<file path="src/rtl/count_enable_gen.sv">
// Synchronises, debounces and edge-detects a raw key line into single-cycle enable pulses,
// with optional auto-repeat while held and a free-running count of emitted pulses.
module count_enable_gen #(
    parameter int DEBOUNCE_CYCLES = 4,
    parameter int HOLD_CYCLES     = 16,
    parameter int REPEAT_CYCLES   = 8,
    parameter int CNT_W           = 8
) (
    input  logic             clock,
    input  logic             reset,
    input  logic             key_in,
    input  logic             repeat_en,
    output logic             enable_out,
    output logic             key_state,
    output logic [CNT_W-1:0] pulse_count
);

    localparam int MAX_A  = (DEBOUNCE_CYCLES > HOLD_CYCLES) ? DEBOUNCE_CYCLES : HOLD_CYCLES;
    localparam int MAX_C  = (MAX_A > REPEAT_CYCLES) ? MAX_A : REPEAT_CYCLES;
    localparam int TW     = $clog2(MAX_C + 1);

    localparam logic [TW-1:0]    T_ONE    = TW'(1);
    localparam logic [TW-1:0]    DEB_LAST = TW'(DEBOUNCE_CYCLES - 1);
    localparam logic [TW-1:0]    HLD_LAST = TW'(HOLD_CYCLES - 1);
    localparam logic [TW-1:0]    REP_LAST = TW'(REPEAT_CYCLES - 1);
    localparam logic [CNT_W-1:0] C_ONE    = CNT_W'(1);

    typedef enum logic [2:0] {IDLE, PRESS, HELD, REPEAT, RELEASE} state_t;

    state_t        state, state_n;
    logic [TW-1:0] timer, timer_n;
    logic          s1, key_s;
    logic          pulse_n;
    logic          key_state_n;

    always_comb begin
        state_n = state;
        timer_n = timer;
        pulse_n = 1'b0;
        case (state)
            IDLE: begin
                if (key_s) begin
                    if (DEBOUNCE_CYCLES == 1) begin
                        state_n = HELD;
                        timer_n = '0;
                        pulse_n = 1'b1;
                    end else begin
                        state_n = PRESS;
                        timer_n = T_ONE;
                    end
                end
            end
            PRESS: begin
                if (!key_s) begin
                    state_n = IDLE;
                    timer_n = '0;
                end else if (timer == DEB_LAST) begin
                    state_n = HELD;
                    timer_n = '0;
                    pulse_n = 1'b1;
                end else begin
                    timer_n = timer + T_ONE;
                end
            end
            HELD, REPEAT: begin
                // A low sample wins over any pending repeat pulse on the same edge.
                if (!key_s) begin
                    if (DEBOUNCE_CYCLES == 1) begin
                        state_n = IDLE;
                        timer_n = '0;
                    end else begin
                        state_n = RELEASE;
                        timer_n = T_ONE;
                    end
                end else if (!repeat_en) begin
                    state_n = HELD;
                    timer_n = '0;
                end else if (state == HELD && timer == HLD_LAST) begin
                    state_n = REPEAT;
                    timer_n = '0;
                    pulse_n = 1'b1;
                end else if (state == REPEAT && timer == REP_LAST) begin
                    timer_n = '0;
                    pulse_n = 1'b1;
                end else begin
                    timer_n = timer + T_ONE;
                end
            end
            RELEASE: begin
                if (key_s) begin
                    state_n = HELD;
                    timer_n = '0;
                end else if (timer == DEB_LAST) begin
                    state_n = IDLE;
                    timer_n = '0;
                end else begin
                    timer_n = timer + T_ONE;
                end
            end
            default: begin
                state_n = IDLE;
                timer_n = '0;
            end
        endcase
    end

    assign key_state_n = (state_n == HELD) || (state_n == REPEAT) || (state_n == RELEASE);

    always_ff @(posedge clock) begin
        if (reset) begin
            s1          <= 1'b0;
            key_s       <= 1'b0;
            state       <= IDLE;
            timer       <= '0;
            enable_out  <= 1'b0;
            key_state   <= 1'b0;
            pulse_count <= '0;
        end else begin
            s1          <= key_in;
            key_s       <= s1;
            state       <= state_n;
            timer       <= timer_n;
            enable_out  <= pulse_n;
            key_state   <= key_state_n;
            if (pulse_n) begin
                pulse_count <= pulse_count + C_ONE;
            end
        end
    end

endmodule
</file>
<file path="config.mk">
export PLATFORM = sky130hd
export DESIGN_NAME = count_enable_gen
export DESIGN_NICKNAME = d
export VERILOG_FILES = /design/src/rtl/count_enable_gen.sv
export SDC_FILE = /design/constraint.sdc
export NUM_CORES = 1
export LEC_CHECK = 0
export CAP_MARGIN = 20
export CORE_MARGIN = 3
export CORE_UTILIZATION = 35
export CTS_CLUSTER_DIAMETER = 50
export DETAILED_ROUTE_END_ITERATION = 6
export PLACE_DENSITY = 0.67
export SYNTH_ARGS = -nofsm -noshare
export SYNTH_HDL_FRONTEND = slang
export SYNTH_SLANG_ARGS = --single-unit
export TNS_END_PERCENT = 20
</file>
<file path="constraint.sdc">
create_clock -name clock -period 2.14 [get_ports clock]
set_clock_uncertainty 0.15 [all_clocks]
set_input_delay 0.428 -clock clock [delete_from_list [all_inputs] [get_ports clock]]
set_output_delay 0.428 -clock clock [all_outputs]
set_load 0.02 [all_outputs]
</file>
# Word level (Yosys, flattened, before mapping)
# Cells that the tools add are included.
# W data, S select, Z words.
# word_totals
register_bits	20
input_bits	4
wordCells	51
# op_classes
n_addsub	2
eq_ne	11
mux	25
reduce_logical	6
# op_table
operator	count
$mux W5	8
$mux W3	8
$pmux W5 S4	1
$eq A3 B2 Y1 const B	4
$pmux W3 S4	1
$add A8 B1 Y8 const B	1
$eq A3 B3 Y1 const B	2
$mux W1	6
$add A5 B1 Y5 const B	1
$eq A5 B2 Y1 const B	1
$eq A5 B3 Y1 const B	1
$eq A5 B4 Y1 const B	1
$eq A3 B1 Y1 const B	1
$logic_not A3 Y1	1
$logic_and A1 B1 Y1	2
$logic_or A1 B1 Y1	2
$ne A2 B2 Y1 const B	1
$pmux W1 S2	1
$reduce_or A2 Y1	1

# Depth between registers and ports, before layout
# logic_depth
depth_word	9
ltp_mapped	8
mapped_depth_nobuf	7

# Least setup slack after synthesis
# OpenSTA, ideal clock, no wires.
# synth_path
path_type	register -> register
from	register timer[0]
to	register pulse_count[6]
t_arrival_ns	1.964
required_ns	1.869
path_slack_ns	-0.095
stages_incl_launch_ff	9
path_buffers	1
synth_period_minus_slack_ns	2.235
path_cell_list	dfxtp_1 ha_1 and3_1 ha_1 o211ai_1 a211o_1 clkbuf_1 a21oi_1 mux2_2
# synth_between
elab_chain_len	7
elab_cells_between_ends	12
cone_classes	3 x eq/ne; 7 x mux; 2 x reduce/logical
# synth_lines
element	line	source
start: declaration	31	logic [TW-1:0] timer, timer_n;
start signal: assignment	122	timer <= timer_n;
$eq A5 B3 Y1	82	end else if (state == REPEAT && timer == REP_LAST) begin
$logic_and A1 B1 Y1	82	
$mux W1	82	
$mux W1	78	end else if (state == HELD && timer == HLD_LAST) begin
$mux W1	75	end else if (!repeat_en) begin
$mux W1	67	if (!key_s) begin
$pmux W1 S2 (*)	40	case (state)
end signal: assignment	126	pulse_count <= pulse_count + C_ONE;
end: declaration	15	output logic [CNT_W-1:0] pulse_count
# Mark *: on every way between the ends. The rest lies on a longest branch, timed or not.
# A chain may end at the register's enable or synchronous reset.

# Worst setup path in the final report
# layout_path
from	register timer[1]
to	register pulse_count[6]
# Same word-level chain as after synthesis.

==> results.py <==
metrics = {
    "route": {
        "wl_met3_um": 59,
        "wl_met1_um": 1250,
        "vias": 1035,
        "ant_nets": 0,
        "dr.pass1.iters": 4,
        "wl_per_cell_um": 13.1,
        "drc": 0,
        "via_per_inst": 5.23,
        "wl_um": 2590,
        "drt_iter0_drc": 25,
        "wl_met2_um": 1250,
        "routed.top_layer": "met4",
    },
    "worst_hold_path": {
        "hp-class": "flip-flop to flip-flop",
    },
    "finish": {
        "area_growth_pct": 35.9,
        "fill_cells": 304,
        "layout-drive-gt1-share_pct": 31.8,
        "antenna_cells": 0,
        "nets": 162,
    },
    "placement": {
        "dpl.hpwl_um": 1880,
        "gp_congestion": 0.766,
        "port_buffers": 13,
    },
    "power": {
        "power_density_mw_per_mm2": 472,
        "p_leak_nw": 0.569,
        "ir_drop_mv": 0.366,
    },
    "critical_path": {
        "required_ns": 2.20,
        "startpoint_type": "flip-flop",
        "worstPathMaxFanout": 6,
        "path_class": "flip-flop to flip-flop",
        "crit_top_cell": "ha_4",
        "cp-end-kind": "flip-flop",
        "worst_ep_arrival_time_ns": 2.24,
        "slowest_stage": "dfxtp_2",
        "path_cells": "ha_4 -> and3_4 -> ha_4 -> o211ai_1 -> a211o_1 -> buf_6 -> a21oi_2 -> mux2_4",
        "cpPeakStageDelay_ns": 0.38,
    },
    "sta": {
        "whs_ns": 0.305,
        "setup_violations": 5,
        "period_share_pct": 102,
        "rsz0062_at_grt": "yes",
        "fin_crit_ns": 2.18,
        "max_slew_margin_pct": 69.7,
        "worst_pin_slew_ns": 0.454,
        "clock.fmax_ghz": 0.460,
        "setup_tns_ns": -0.129,
        "drv_slew": 0,
        "hold_viol": 0,
        "fin_ws_ns": -0.0362,
    },
    "floorplanning": {
        "io_pins": 14,
        "core-area_mm2": 0.00310,
        "die_w_um": 63.3,
        "dieArea_mm2": 0.00400,
        "die_h_um": 63.3,
        "initial_core_util_pct": 37.0,
        "row_count": 20,
    },
    "cts": {
        "cts_setup_buffers": 0,
        "clk_latency_ns": 0.31,
        "root_buffer": "clkbuf_4",
        "clockBufferDepth": 2,
        "numCtsBuffers": 3,
        "path_clk_slew_ns": 0.12,
        "h-tree-depth": 1,
        "cts_sinks": 20,
        "cts_tree": "built",
        "postCtsHoldBufs": 0,
    },
    "grt": {
        "grt.total_usage_pct": 14.0,
        "grt_pass1_vias": 1016,
        "antenna_found_initial": 0,
        "grt-ovfl-total": 0,
        "grt_max_degree": 20,
        "grt_pass1_wl_um": 4510,
    },
    "synth": {
        "synthFlopType": "dfxtp_1",
        "async_flop_share_pct": 0,
        "synth.area.top_cells": "dfxtp_1, nor2b_1, mux2_2, a21oi_1, o211ai_1",
        "ys_seq_area_share_pct": 34.9,
        "syn-cell-area_mm2": 0.00115,
        "synthMuxAreaShare_pct": 6.86,
        "yosys.area_share.adder_pct": 3.27,
        "synth_top_area_cell": "dfxtp_1",
        "syn_avg_cell_area_um2": 8.97,
        "ys_ff_latch": 20,
        "yosysWarnings": 0,
        "synth.distinct_cells": 44,
        "synth_fp_nets": 135,
        "synth.most_common_cell": "dfxtp_1",
        "synth-xor-area-share_pct": 0,
        "synth_commonest_cells": "dfxtp_1, nor2b_1, a21oi_1",
        "synth_edf_count": 0,
        "synth_top_area_share_pct": 34.9,
        "syn_inst": 128,
        "synth-compound-area-share_pct": 21.0,
        "synth-simple-area-share_pct": 28.8,
        "synth_top_family_by_area": "simple AND/OR/NAND/NOR gates",
    },
    "status": {
        "status": "finished, violations left",
        "violations": "setup timing",
    },
    "run": {
        "drv_cap": 0,
    },
}
layout make-up:
cell class	count	area, µm²	area share [%]
well taps	44	55.1	3.53
clock inverters	1	30.0	1.92
clock buffers	3	22.5	1.44
inverters	3	11.3	0.721
multi-input cells	97	758	48.6
repair buffers	30	282	18.0
flip-flops and latches	20	403	25.8
cell usage in the layout, fill, tap and decap left out, drive strengths merged, types with 2 or more instances in the layout:
cell and instances:
or2 2, nor4 2, ha 3, inv 3, and2 2, a211oi 2, nand2 6, or4b 2
nor2b 14, clkbuf 3, nor2 7, mux2 7, o211ai 6, nor3 2, dfxtp 20, a21oi 13
buf 17, clkdlybuf4s50 13, nand3 6, nand2b 2
worst max-delay path: cells and delay by family, from the launching register on:
kind / cells / cell delay, ns
AND/OR/NAND/NOR: 1 / 0.19
adder cells (fa/ha/maj): 2 / 0.27
buffers and inverters: 1 / 0.15
AO/OA/AOI/OAI: 3 / 0.63
flip-flops: 1 / 0.38
multiplexers: 1 / 0.31
what timing repair did:
item | 4_1_cts | 5_1_grt
gates resized for setup | 8 | 10
pin swaps | 3 | 6
endpoints found under the setup margin | 6 | 8
cells by family after synthesis:
| logic type | Yosys count |
|---|---|
| AO/OA/AOI/OAI | 33 |
| adder cells (fa/ha/maj) | 3 |
| buffers and inverters | 11 |
| flip-flops | 20 |
| multiplexers | 7 |
| AND/OR/NAND/NOR | 54 |
final timing paths:
kind	slack (ns)	to	startpoint	cells after the start
setup / recovery	-0.04	pulse_count[6]$_SDFFE_PP0P_	timer[1]$_SDFFE_PP0P_	8
hold / removal	0.30	key_s$_SDFF_PP0_	s1$_SDFF_PP0_	1
setup reg to reg	-0.04	pulse_count[6]$_SDFFE_PP0P_	timer[1]$_SDFFE_PP0P_	8
hold reg to reg	0.30	key_s$_SDFF_PP0_	s1$_SDFF_PP0_	1
stage by stage:
stage          cells  cell area [µm²]  worst slack (ns)  util, %  total power, mW
6_report         198             1560           -0.0362     50.3            0.737
2_1_floorplan    128             1150           0.00147        -            0.407
3_5_place_dp     194             1430            -0.165     46.0            0.429
5_1_grt          198             1560           -0.0902     50.3            0.769
4_1_cts          198             1520           0.00172     48.8            0.745
3_3_place_gp     194             1430            -0.111     46.0            0.427
report_power, final:
part	internal, mW	switching (mW)
Combinational	0.0217	0.0208
Sequential	0.376	0.00336
Clock	0.189	0.125
sequential cells by signal (all words and copies together), names as in the netlist:
register / cells
key_state: 1
timer: 5
pulse_count: 8
key_s: 1
enable_out: 1
state: 3
s1: 1
routing by layer:
layer,track usage (%),up-vias
met5,0,-
met4,5.66,0
met3,2.85,4
met2,24.1,14
met1,16.8,495
li1,-,522
(Power assumes the default switching activity.)
